$ cat src/rtl/fixed_to_float_seq.sv
// Sequential signed fixed-point to IEEE-754-style float converter.
// Normalizes one bit per clock, then rounds to nearest-even and saturates or flushes the exponent.
module fixed_to_float_seq #(
    parameter int FLOATSIZE      = 32,
    parameter int FIXEDSIZE      = 32,
    parameter int RADIXPOINTSIZE = 6,
    parameter int EXPONENTBITS   = 8,
    parameter int MANTISSABITS   = 23,
    parameter int BIAS           = 2**(EXPONENTBITS-1)-1
) (
    input  logic                      Clk,
    input  logic                      Rst,
    input  logic                      InStart,
    input  logic [FIXEDSIZE-1:0]      InFixed,
    input  logic [RADIXPOINTSIZE-1:0] InRadixPoint,
    output logic [FLOATSIZE-1:0]      OutFloat,
    output logic                      OutDone,
    output logic                      OutBusy,
    output logic                      OutOverflow,
    output logic                      OutUnderflow
);
    localparam int N   = FIXEDSIZE;
    localparam int M   = MANTISSABITS;
    localparam int E   = EXPONENTBITS;
    localparam int LZW = $clog2(N);
    localparam int EBW = E + 3;
    localparam int MW1 = M + 1;

    localparam logic [1:0] IDLE  = 2'd0;
    localparam logic [1:0] NORM  = 2'd1;
    localparam logic [1:0] ROUND = 2'd2;

    localparam logic signed [EBW-1:0] EXP_MAX  = EBW'((2**E) - 1);
    localparam logic signed [EBW-1:0] EXP_ZERO = '0;

    logic [1:0]                state;
    logic                      sign;
    logic [N-1:0]              mag;
    logic [LZW-1:0]            lz;
    logic [RADIXPOINTSIZE-1:0] radix;

    logic [N-1:0]              abs_in;
    logic [M-1:0]              mant;
    logic                      guard;
    logic                      sticky;
    logic signed [EBW-1:0]     exp_unb;
    logic signed [EBW-1:0]     exp_bias;
    logic signed [EBW-1:0]     exp_rnd;
    logic [M:0]                mant_sum;
    logic [M-1:0]              mant_rnd;
    logic                      round_up;
    logic [FLOATSIZE-1:0]      next_float;
    logic                      next_ovf;
    logic                      next_unf;

    // Two's-complement negation of the most-negative value yields 2^(N-1), which is its true magnitude.
    assign abs_in  = InFixed[N-1] ? -InFixed : InFixed;
    assign OutBusy = (state == NORM) || (state == ROUND);

    generate
        if (N - 1 > M) begin : g_round
            assign mant  = mag[N-2 -: M];
            assign guard = mag[N-2-M];
            if (N - 2 - M > 0) begin : g_sticky
                assign sticky = |mag[N-3-M:0];
            end else begin : g_no_sticky
                assign sticky = 1'b0;
            end
        end else begin : g_pad
            assign mant   = M'(mag[N-2:0]) << (M - N + 1);
            assign guard  = 1'b0;
            assign sticky = 1'b0;
        end
    endgenerate

    // NOTE: every variable written here gets a value before any branch, so no latch is inferred.
    always_comb begin
        next_float = '0;
        next_ovf   = 1'b0;
        next_unf   = 1'b0;
        exp_unb    = EBW'(N - 1) - EBW'(lz) - EBW'(radix);
        exp_bias   = exp_unb + EBW'(BIAS);
        round_up   = guard & (sticky | mant[0]);
        mant_sum   = {1'b0, mant} + MW1'(round_up);
        exp_rnd    = exp_bias + EBW'(mant_sum[M]);
        mant_rnd   = mant_sum[M] ? '0 : mant_sum[M-1:0];
        if (mag == '0) begin
            next_float = '0;
        end else if (exp_rnd >= EXP_MAX) begin
            next_float = {sign, {E{1'b1}}, {M{1'b0}}};
            next_ovf   = 1'b1;
        end else if (exp_rnd <= EXP_ZERO) begin
            next_float = {sign, {E{1'b0}}, {M{1'b0}}};
            next_unf   = 1'b1;
        end else begin
            next_float = {sign, exp_rnd[E-1:0], mant_rnd};
        end
    end

    // NOTE: state is updated with non-blocking assignments so every register samples pre-edge values.
    always_ff @(posedge Clk or posedge Rst) begin
        if (Rst) begin
            state        <= IDLE;
            sign         <= 1'b0;
            mag          <= '0;
            lz           <= '0;
            radix        <= '0;
            OutFloat     <= '0;
            OutDone      <= 1'b0;
            OutOverflow  <= 1'b0;
            OutUnderflow <= 1'b0;
        end else begin
            OutDone <= 1'b0;
            case (state)
                IDLE: begin
                    if (InStart) begin
                        sign  <= InFixed[N-1];
                        mag   <= abs_in;
                        radix <= InRadixPoint;
                        lz    <= '0;
                        state <= (abs_in == '0 || abs_in[N-1]) ? ROUND : NORM;
                    end
                end
                NORM: begin
                    // Leave on the shift that sets the MSB, so ROUND follows 1+Lz edges after start.
                    mag <= mag << 1;
                    lz  <= lz + LZW'(1);
                    if (mag[N-2]) begin
                        state <= ROUND;
                    end
                end
                ROUND: begin
                    OutFloat     <= next_float;
                    OutOverflow  <= next_ovf;
                    OutUnderflow <= next_unf;
                    OutDone      <= 1'b1;
                    state        <= IDLE;
                end
                default: state <= IDLE;
            endcase
        end
    end
endmodule

$ cat config.mk
export PLATFORM = sky130hd
export DESIGN_NAME = fixed_to_float_seq
export DESIGN_NICKNAME = d
export VERILOG_FILES = /design/src/rtl/fixed_to_float_seq.sv
export SDC_FILE = /design/constraint.sdc
export NUM_CORES = 1
export LEC_CHECK = 0
export BUFFER_PORTS_ARGS = -buffer_cell sky130_fd_sc_hd__buf_2
export CAP_MARGIN = 20
export CORE_AREA = 2 2 101 103
export CTS_CLUSTER_DIAMETER = 60
export DETAILED_ROUTE_END_ITERATION = 8
export DIE_AREA = 0 0 103 105
export PLACE_DENSITY_LB_ADDON = 0.2
export SLEW_MARGIN = 20
export SYNTH_ARGS = -nofsm -noshare
export SYNTH_HDL_FRONTEND = slang
export SYNTH_SLANG_ARGS = --single-unit
export TNS_END_PERCENT = 10
$ cat constraint.sdc
create_clock -name Clk -period 3.4 [get_ports Clk]
set_input_delay 0.51 -clock Clk [delete_from_list [all_inputs] [get_ports Clk]]
set_output_delay 0.51 -clock Clk [all_outputs]
set_load 0.05 [all_outputs]
==> results by group <==
Worst hold path
  – Hold crit path type: input port to asynchronous set/reset pin

Synthesis
  – Syn nets: 676
  – Syn avg cell area: ~8.6 sq um
  – Netlist cell types: 69
  – Seq cells post-synth: between 80 and 90
  – Sequential-to-total area share from yosys stat: between 30 and 40%
  – Post-synth ARST share: 100%
  – Synthesized instance count: just over 600
  – Synth Flop Type: dfrtp_1
  – Mapped Area: roughly 0.0054 sq mm
  – Number of flops mapped to enable cells by yosys: 0
  – YS warnings: 0

CTS
  – Clock Latency Late Sink: ~0.36 ns
  – Post-CTS Setup Bufs: 0
  – H-tree depth: 3
  – CTS buffer count: 9
  – Clock tree root buffer cell: clkbuf_8
  – Clock buffer depth: 2
  – Clock Sinks: between 80 and 90
  – Worst-path clk slew: approximately 0.08 ns
  – TritonCTS clock tree: done

Cells and area
  – Most frequent cells in the layout: 79 x dfrtp_1, 76 x buf_2, 52 x inv_1
  – Fin area: slightly above 0.006 sq mm
  – Final Util: 63.6%
  – Share of layout cells above drive strength 1: 20.2%
  – # nets final: around 750
  – Most common cell after layout, fill and taps aside: dfrtp_1
  – Finished Layout Cells: a little over 800
  – Synth-to-Final Area Change: 13.9%
  – Total inserted antenna cells: 0

Floorplan
  – Core region area: about 0.0096 sq mm
  – Die height: roughly 110 um
  – DIE AREA: roughly 0.011 sq mm
  – Initial core utilization: a little under three fifths
  – # IOs: 77
  – Row count: 36
  – Die Wd: 103 um

Route
  – Vias per cell: between 5 and 6
  – Routed Antenna Nets: 0
  – Vias: about 4900
  – Iteration-0 DRC Markers: approximately 360
  – Routed wire length per instance: 16.2 um
  – DR pass1 iterations: 5
  – DRC Markers: 0
  – WL final: between 10000 and 15000 um

Placement
  – GP Congestion: a little over 0.9
  – DPL Wire Length: about 10000 um
  – IO buf count: 76
  – Placed cells: 814
  – Placed Area: 0.00593 sq mm

Critical path
  – Kind of critical path: flip-flop to flip-flop
  – Crit-path most repeated cell: nand3_1
  – Reg2Reg Setup Slack: approximately 0.3 ns
  – Reg2reg path depth: 15
  – RR Startpoint: mag[7]$_DFFE_PP0P_
  – Worst EP required: ~3.6 ns
  – Worst Path Max Fanout: 5
  – Crit path largest cell delay: roughly 0.45 ns
  – Crit end category: flip-flop
  – Worst-path cell chain: and2_1 -> and3_1 -> nand3_1 -> nor2_2 -> nand3_1 -> nor2_1 -> nand3_1 -> fa_1 -> fa_1 -> nor2b_1 -> o21ai_0 -> nand2b_1 -> a21oi_1 -> nor2_1 -> o22ai_1
  – Crit path launch type: flip-flop
  – Critical path's slowest cell: fa_1
  – R2r endpoint: OutFloat[29]$_DFFE_PP0P_
  – Crit path launch: mag[7]$_DFFE_PP0P_
  – Crit path DAT: between 3 and 4 ns

STA
  – Final setup viols: 0
  – Setup TNS: 0 ns
  – Final Hold Fails: 0
  – Max-slew headroom: 56.3%
  – Slew Limit Fails: 0
  – Final Cycle Share: around nine tenths
  – Fin Clk Skew: between 0.009 and 0.01 ns
  – Unrepaired setup endpoints after global routing: false
  – Worst-Margin Slew: around 0.65 ns
  – Tmin final: just over 3 ns
  – Fmax: roughly 320 MHz

Job
  – Max_cap viols: 0

Power
  – Leakage power: between 0.002 and 0.003 uW
  – Power Density: 872 mW/mm^2
  – Worst vdd ir: around 0.00038 V

Global route
  – Antenna violations before repair: 0
  – Largest net degree at the start of global routing: just over 40
  – Vias in the first global route: about 4500
  – Global-route wire length before repair: between 20000 and 25000 um
  – Total grt overflow: 0
  – GR Util All Layers: around 26%

Status
  – Status: completed
## worst max-delay path: cells and delay by family, from the launching register on
family | cells | cell delay [ns]
AND/OR/NAND/NOR | 10 | 1.48
flip-flops | 1 | 0.43
adder cells (fa/ha/maj) | 2 | 0.86
AO/OA/AOI/OAI | 3 | 0.22
## synth_stat cells, types with 3 or more instances
master	instances	area share (%)
nor2b_1	5	0.58
xor2_1	20	3.3
mux2_2	8	1.7
dfrtp_1	81	38
o31ai_1	11	1.5
or3_1	8	0.93
buf_6	3	0.63
a21oi_1	37	3.4
clkbuf_1	27	1.9
nand2b_1	9	1.0
and3_1	7	0.81
a21o_1	4	0.56
o22ai_1	31	3.6
xnor2_1	32	5.2
and4_1	3	0.49
o21ai_0	32	3.0
nor2_1	50	3.5
nor4_1	15	1.7
nor3_1	13	1.2
o32ai_1	4	0.65
a211oi_1	3	0.42
ha_1	10	2.3
o41ai_1	3	0.49
nand3_1	16	1.5
nand2_1	48	3.3
mux2i_1	14	2.6
buf_2	4	0.37
buf_1	5	0.35
inv_1	53	3.7
nand4_1	13	1.5
## worst max-delay path by stage
stage,to,cells after the start
3_3_place_gp,OutFloat[29]$_DFFE_PP0P_,15
5_1_grt,OutFloat[29]$_DFFE_PP0P_,15
3_5_place_dp,OutFloat[29]$_DFFE_PP0P_,15
6_report,OutFloat[29]$_DFFE_PP0P_,15
2_1_floorplan,OutFloat[29]$_DFFE_PP0P_,16
4_1_cts,OutFloat[29]$_DFFE_PP0P_,15
## metrics by stage
step	setup slack (ns)	power, uW	hold WS, ns
3_5_place_dp	0.275	4640	0.471
2_1_floorplan	0.439	3950	0.450
5_1_grt	0.0160	5740	0.287
3_3_place_gp	0.340	4550	0.466
6_report	0.302	5340	0.222
4_1_cts	0.266	5340	0.238
## cells by family (layout without fill, tap and decap cells)
group / Yosys count / after routing / share of synthesized area, %
XOR/XNOR: 52 / 52 / 8.47
AO/OA/AOI/OAI: 157 / 157 / 19.4
flip-flops: 81 / 81 / 37.7
multiplexers: 22 / 22 / 4.28
buffers and inverters: 93 / 167 / 7.00
adder cells (fa/ha/maj): 12 / 12 / 3.07
AND/OR/NAND/NOR: 206 / 206 / 20.1
## registers in the layout, summed over array words and instances (netlist names)
name	flops
OutDone	1
OutFloat	32
OutOverflow	1
OutUnderflow	1
lz	5
mag	32
radix	6
sign	1
state	2
## cell type report
type | instances | area, sq um
clock buffers | 11 | 141
multi-input cells | 449 | 2980
repair buffers | 97 | 551
flip-flops and latches | 81 | 2030
clock inverters | 5 | 55.1
fillers | 846 | 3510
inverters | 54 | 204
well taps | 133 | 166
## power breakdown
part / switching, uW / internal (uW)
logic: 1830 / 958
registers: 443 / 1410
clock network: 347 / 357
total: 2620 / 2730
## layer usage
layer	part of all wire (%)	global-route usage, %	vias up
met3	7.0	4.62	15
met2	46	38.0	192
met1	46	38.5	2285
met4	1.1	7.33	0
li1	-	-	2373
met5	0	0	-
## timing repair
item | 4_1_cts | 5_1_grt
hold buffers | 0 | 0
resized for setup | 0 | 3
endpoints found under the setup margin | 0 | 2
Note: power is estimated with default switching activity, not from simulation.
